## src/rtl/alu_pkg.sv

```systemverilog
// Shared encodings for the EXE-stage ALU and its multi-cycle sequencer.
package alu_pkg;

  localparam logic [3:0] CMD_MOV = 4'd1;
  localparam logic [3:0] CMD_ADD = 4'd2;
  localparam logic [3:0] CMD_ADC = 4'd3;
  localparam logic [3:0] CMD_SUB = 4'd4;
  localparam logic [3:0] CMD_SBC = 4'd5;
  localparam logic [3:0] CMD_AND = 4'd6;
  localparam logic [3:0] CMD_ORR = 4'd7;
  localparam logic [3:0] CMD_EOR = 4'd8;
  localparam logic [3:0] CMD_MVN = 4'd9;

  localparam logic [1:0] OP_SINGLE = 2'd0;
  localparam logic [1:0] OP_ADD64  = 2'd1;
  localparam logic [1:0] OP_SUB64  = 2'd2;
  localparam logic [1:0] OP_MUL    = 2'd3;

  localparam int SR_N = 3;
  localparam int SR_Z = 2;
  localparam int SR_C = 1;
  localparam int SR_V = 0;

  typedef enum logic [2:0] {
    ST_IDLE     = 3'd0,
    ST_EXEC_LO  = 3'd1,
    ST_EXEC_HI  = 3'd2,
    ST_MUL_ITER = 3'd3,
    ST_DONE     = 3'd4
  } seq_state_t;

endpackage

```

## src/rtl/status_reg.sv

```systemverilog
// Architectural NZCV status register with write enable.
module status_reg
  import alu_pkg::*;
(
  input  logic       clk,
  input  logic       rst,
  input  logic       we,
  input  logic [3:0] d,
  output logic [3:0] q
);

  always_ff @(posedge clk or posedge rst) begin
    if (rst)
      q <= 4'b0000;
    else if (we)
      q <= d;
  end

endmodule

```

## src/rtl/alu_op_sequencer.sv

```systemverilog
// Multi-cycle EXE controller: drives a single-cycle ALU for plain ops,
// chained 64-bit ADD/SUB and shift-add 32x32 low-word MUL.
module alu_op_sequencer
  import alu_pkg::*;
#(
  parameter int MUL_STEPS = 32
) (
  input  logic        clk,
  input  logic        rst,
  input  logic        req_valid,
  output logic        req_ready,
  input  logic [1:0]  req_op,
  input  logic [3:0]  req_cmd,
  input  logic        req_s,
  input  logic [31:0] req_a_lo,
  input  logic [31:0] req_a_hi,
  input  logic [31:0] req_b_lo,
  input  logic [31:0] req_b_hi,
  output logic        rsp_valid,
  input  logic        rsp_ready,
  output logic [31:0] rsp_lo,
  output logic [31:0] rsp_hi,
  output logic [3:0]  rsp_status,
  output logic [3:0]  alu_cmd,
  output logic [31:0] alu_val1,
  output logic [31:0] alu_val2,
  output logic        alu_carry,
  input  logic [31:0] alu_res,
  input  logic [3:0]  alu_status,
  output logic [3:0]  sr_out
);

  localparam int IW = (MUL_STEPS > 1) ? $clog2(MUL_STEPS) : 1;
  localparam logic [IW-1:0] LAST_STEP = IW'(MUL_STEPS - 1);

  seq_state_t    state;
  logic [1:0]    op;
  logic [3:0]    cmd;
  logic          s;
  logic [31:0]   a_lo, a_hi, b_lo, b_hi;
  logic          k;
  logic          z_lo;
  logic [IW-1:0] i;

  logic          finishing;
  logic [3:0]    next_status;

  assign req_ready = (state == ST_IDLE);
  assign rsp_valid = (state == ST_DONE);

  // rsp_lo doubles as the MUL accumulator.
  always_comb begin
    alu_cmd   = 4'd0;
    alu_val1  = 32'd0;
    alu_val2  = 32'd0;
    alu_carry = 1'b0;
    case (state)
      ST_EXEC_LO: begin
        alu_val1 = a_lo;
        alu_val2 = b_lo;
        case (op)
          OP_ADD64: alu_cmd = CMD_ADD;
          OP_SUB64: alu_cmd = CMD_SUB;
          default: begin
            alu_cmd   = cmd;
            alu_carry = sr_out[SR_C];
          end
        endcase
      end
      ST_EXEC_HI: begin
        alu_cmd   = (op == OP_SUB64) ? CMD_SBC : CMD_ADC;
        alu_val1  = a_hi;
        alu_val2  = b_hi;
        alu_carry = k;
      end
      ST_MUL_ITER: begin
        alu_cmd  = CMD_ADD;
        alu_val1 = rsp_lo;
        alu_val2 = b_lo[i] ? (a_lo << i) : 32'd0;
      end
      default: ;
    endcase
  end

  always_comb begin
    finishing   = 1'b0;
    next_status = alu_status;
    case (state)
      ST_EXEC_LO:  finishing = (op == OP_SINGLE);
      ST_EXEC_HI: begin
        finishing   = 1'b1;
        next_status = {alu_status[SR_N], z_lo & alu_status[SR_Z],
                       alu_status[SR_C], alu_status[SR_V]};
      end
      ST_MUL_ITER: begin
        finishing   = (i == LAST_STEP);
        next_status = {alu_res[31], (alu_res == 32'd0),
                       sr_out[SR_C], sr_out[SR_V]};
      end
      default: ;
    endcase
  end

  always_ff @(posedge clk or posedge rst) begin
    if (rst) begin
      state      <= ST_IDLE;
      op         <= OP_SINGLE;
      cmd        <= 4'd0;
      s          <= 1'b0;
      a_lo       <= 32'd0;
      a_hi       <= 32'd0;
      b_lo       <= 32'd0;
      b_hi       <= 32'd0;
      k          <= 1'b0;
      z_lo       <= 1'b0;
      i          <= '0;
      rsp_lo     <= 32'd0;
      rsp_hi     <= 32'd0;
      rsp_status <= 4'd0;
    end else begin
      case (state)
        ST_IDLE: begin
          if (req_valid) begin
            op     <= req_op;
            cmd    <= req_cmd;
            s      <= req_s;
            a_lo   <= req_a_lo;
            a_hi   <= req_a_hi;
            b_lo   <= req_b_lo;
            b_hi   <= req_b_hi;
            i      <= '0;
            rsp_lo <= 32'd0;
            rsp_hi <= 32'd0;
            state  <= (req_op == OP_MUL) ? ST_MUL_ITER : ST_EXEC_LO;
          end
        end
        ST_EXEC_LO: begin
          rsp_lo <= alu_res;
          if (op == OP_SINGLE) begin
            rsp_status <= next_status;
            state      <= ST_DONE;
          end else begin
            // The ALU reports no carry on subtract, so derive the borrow here.
            k     <= (op == OP_ADD64) ? alu_status[SR_C] : ~(a_lo < b_lo);
            z_lo  <= alu_status[SR_Z];
            state <= ST_EXEC_HI;
          end
        end
        ST_EXEC_HI: begin
          rsp_hi     <= alu_res;
          rsp_status <= next_status;
          state      <= ST_DONE;
        end
        ST_MUL_ITER: begin
          rsp_lo <= alu_res;
          i      <= i + 1'b1;
          if (finishing) begin
            rsp_status <= next_status;
            state      <= ST_DONE;
          end
        end
        ST_DONE: begin
          if (rsp_ready)
            state <= ST_IDLE;
        end
        default: state <= ST_IDLE;
      endcase
    end
  end

  status_reg u_status_reg (
    .clk (clk),
    .rst (rst),
    .we  (finishing & s),
    .d   (next_status),
    .q   (sr_out)
  );

endmodule

```

## config.mk

```make
export PLATFORM = sky130hd
export DESIGN_NAME = alu_op_sequencer
export DESIGN_NICKNAME = d
export VERILOG_FILES = /design/src/rtl/alu_pkg.sv /design/src/rtl/status_reg.sv /design/src/rtl/alu_op_sequencer.sv
export SDC_FILE = /design/constraint.sdc
export NUM_CORES = 1
export LEC_CHECK = 0
export CAP_MARGIN = 20
export CORE_MARGIN = 5
export CORE_UTILIZATION = 46
export CTS_BUF_LIST = sky130_fd_sc_hd__clkbuf_8
export CTS_CLUSTER_DIAMETER = 100
export CTS_CLUSTER_SIZE = 25
export DETAILED_ROUTE_END_ITERATION = 12
export PLACE_DENSITY = 0.89
export SLEW_MARGIN = 20
export SYNTH_ARGS = -nofsm -noshare
export SYNTH_HDL_FRONTEND = slang
export SYNTH_SLANG_ARGS = --single-unit
```

## constraint.sdc

```tcl
create_clock -name clk -period 7.17 [get_ports clk]
set_input_delay 1.434 -clock clk [delete_from_list [all_inputs] [get_ports clk]]
set_output_delay 1.434 -clock clk [all_outputs]
set_load 0.02 [all_outputs]
```

==> metrics <==
chip height between 150 and 200 um; Fillers roughly 2300; die width between 150 and 200 um; CTS H-tree depth 1; Final nets roughly 1900; top cell type by total area after synthesis dfrtp_1; final setup TNS 0 ns; CTS buffer count 12; drt pass-1 iters 5; ys flop type dfrtp_1; clock sink count about 220; CP Cell Sequence buf_4 -> buf_4 -> mux4_2 -> mux2i_1 -> mux2i_1 -> a31oi_4 -> a31oi_1 -> a221o_1 -> clkdlybuf4s50_1; clk buf depth 3; Worst-Margin Slew between 1 and 1.5 ns; # Post-CTS Setup Buffers 0; hold_buf cts 0; Via Count between 10000 and 15000; initial antenna violation count 0; sw frac 47.9%; GR Util All Layers ~28%; Startpoint Class flip-flop; WL final 43800 um; die footprint 30300 sq um; fraction of layout instances using a drive strength above 1 approximately 7.6%; I/O Buffers between 300 and 400; #FFs+latches synth around 220; Worst-path clk slew 0.14 ns; pin count of the biggest net entering global routing between 100 and 150; CP peak stage delay 0.65 ns; Core Region 26700 sq um; Distinct cells, synth 47; post-synthesis sequential area ratio a little over two fifths; Max Clock Freq ~180 MHz; crit path time final 5.57 ns; Avg Inst Size Synth approximately 8.7 sq um; PwrDens 437 nW/um^2; syn nets about 1600; Internal ~0.0036 W; CP delay by family, top buffers and inverters; setup violators final 0; crit path DAT between 4 and 5 ns; mapped cell area roughly 12000 sq um; hpwl dp 32700 um; combinational power share between 50% and 60%; Cells after Synth roughly 1400; most frequent cell after synthesis nand2_1; root buffer cell clkbuf_8; leakage ~7.2 nW; Fin Hold WS between 0.4 and 0.5 ns; Yosys top cell area share a little over two fifths; top cells by area, synth dfrtp_1 (44%), nand2_1 (16%), mux4_2 (6.4%); drt drc 0; Crit-path slowest cell dfrtp_1; first-pass GRT wire length 68400 um; Seq pwr share around a third; Area growth syn-to-layout 29.0%; outcome finished clean; Yosys warning count 0; critical path type reg -> out; Buf/Inv on CP 3; clk_skew between 0.03 and 0.04 ns; DRT antenna net count 0; Initial Utilization 46.3%; gpl congestion about 0.94; CTS resizes 0; Worst-Skew Late Latency between 0.5 and 0.6 ns; Crit. End Element output pin; final slew viol count 0; Vias/cell between 5 and 6; Worst VDD drop approximately 0.24 mV; drt wl/cell 21.7 um; IO Pins roughly 320; Crit path required time 5.74 ns; initial drt markers 1238; FP Rows 60; Post-synth top cells nand2_1 (518), dfrtp_1 (217), clkbuf_1 (82); RSZ-0062 raised after global routing no; met2 Resource Use GR 45.4%; clock share of power 8.1%; number of flops mapped to enable cells by yosys 0; Worst Hold Class reg -> reg; Fin. Hold Viols 0; TritonCTS clock tree done; GRT Residual Overflow 0; antenna cell count 0; Tcrit/Tclk final 77.7%; vias in the first global route between 10000 and 15000; Psw between 0.003 and 0.004 W; met3 Usage GRT slightly above 6%; CP Max Fanout 18; met1 track demand over resource between 30% and 40%; Worst slew margin a little under a third; # Max-Cap Violations 0; asr flop ratio synth 100%; global route hottest layer met2
[flip-flops by register name (all words and copies together) (netlist names), 2 cells and up]
| name | count |
|---|---|
| rsp_hi | 32 |
| op | 2 |
| state | 3 |
| b_lo | 32 |
| cmd | 4 |
| u_status_reg.q | 4 |
| b_hi | 32 |
| rsp_lo | 32 |
| a_lo | 32 |
| a_hi | 32 |
| rsp_status | 4 |
| i | 5 |
[per-layer routing]
metal	wire length (um)	up-vias
li1	-	5374
met1	17700	5728
met2	20500	657
met3	4140	93
met4	1440	0
met5	0	-
[kinds of logic (layout without fill, tap and decap cells)]
logic type	Yosys count	in the layout	synth area share, %
adders and majority gates	36	36	3.64
and+or+nand+nor	657	657	21.2
buffers and inverters	144	397	4.58
DFF	217	217	43.8
muxes	117	117	13.6
xor gates and xnor gates	1	1	0.0707
AOI/OAI and AO/OA	258	258	13.1
[per-stage QoR]
step           power [W]  cells  setup slack [ns]  cell area (sq um)  utilization [%]
2_1_floorplan    0.00470   1430              2.91              12400                -
3_3_place_gp     0.00626   2007              2.32              15800             59.0
3_5_place_dp     0.00638   2007              2.20              15800             59.0
4_1_cts          0.00696   2024              1.60              16000             59.8
5_1_grt          0.00746   2024              1.41              16000             59.8
6_report         0.00699   2024              1.60              16000             59.8
[layout make-up]
cell class / instances / area (sq um) / share of cell area, %
Timing Repair Buffer: 337 / 3330 / 20.8
Multi-Input combinational cell: 1069 / 6420 / 40.2
Tap cell: 341 / 427 / 2.67
Clock buffer: 14 / 193 / 1.21
Clock inverter: 3 / 16.3 / 0.102
Sequential cell: 217 / 5430 / 34.0
Inverter: 43 / 165 / 1.03
[worst min-delay path: stages (launching register included)]
cell and delay, ns:
dfrtp_1 0.37, nand2_1 0.05, nand2_1 0.06
[layout by cell type, fill, tap and decap left out, types with 3 or more instances in the layout]
cell type	count
nand2_1	517
clkdlybuf4s50_1	317
dfrtp_1	214
o21ai_0	73
a22oi_1	61
nor2_1	53
mux2_2	45
inv_1	43
o21ai_1	41
nand3_1	38
ha_1	36
mux4_2	35
a21oi_1	28
mux2i_1	24
buf_4	19
a21o_1	16
clkbuf_8	14
mux2_1	13
nor4_1	10
nand4_1	10
nand2b_1	6
a211oi_1	6
nor2b_1	5
a221o_1	5
o211ai_1	4
a31oi_1	4
a221oi_1	4
o221ai_1	3
nor3b_1	3
dfrtp_2	3
[worst paths after layout]
| check | startpoint | end | slack [ns] | depth (start not counted) |
|---|---|---|---|---|
| min in group asynchronous | rst | s$_DFFE_PP0P_ | 1.25 | 2 |
| worst min-delay path | a_hi[21]$_DFFE_PP0P_ | a_hi[21]$_DFFE_PP0P_ | 0.49 | 2 |
| max in group asynchronous | rst | b_hi[5]$_DFFE_PP0P_ | 4.72 | 3 |
| worst max-delay path | i[2]$_DFFE_PP0P_ | alu_val2[31] | 1.60 | 9 |
| worst max register to register | state[0]$_DFFE_PP0P_ | a_hi[8]$_DFFE_PP0P_ | 3.69 | 5 |
| worst min register to register | a_hi[21]$_DFFE_PP0P_ | a_hi[21]$_DFFE_PP0P_ | 0.49 | 2 |
[power by group through the flow]
| stage | Clock (W) | Sequential, W | Combinational, W |
|---|---|---|---|
| 2_1_floorplan | 0 | 0.00224 | 0.00246 |
| 3_3_place_gp | 0 | 0.00243 | 0.00384 |
| 3_5_place_dp | 0 | 0.00245 | 0.00393 |
| 4_1_cts | 0.000575 | 0.00243 | 0.00396 |
| 5_1_grt | 0.000623 | 0.00251 | 0.00433 |
| 6_report | 0.000568 | 0.00245 | 0.00397 |
Power figures use the tool's default switching activity.
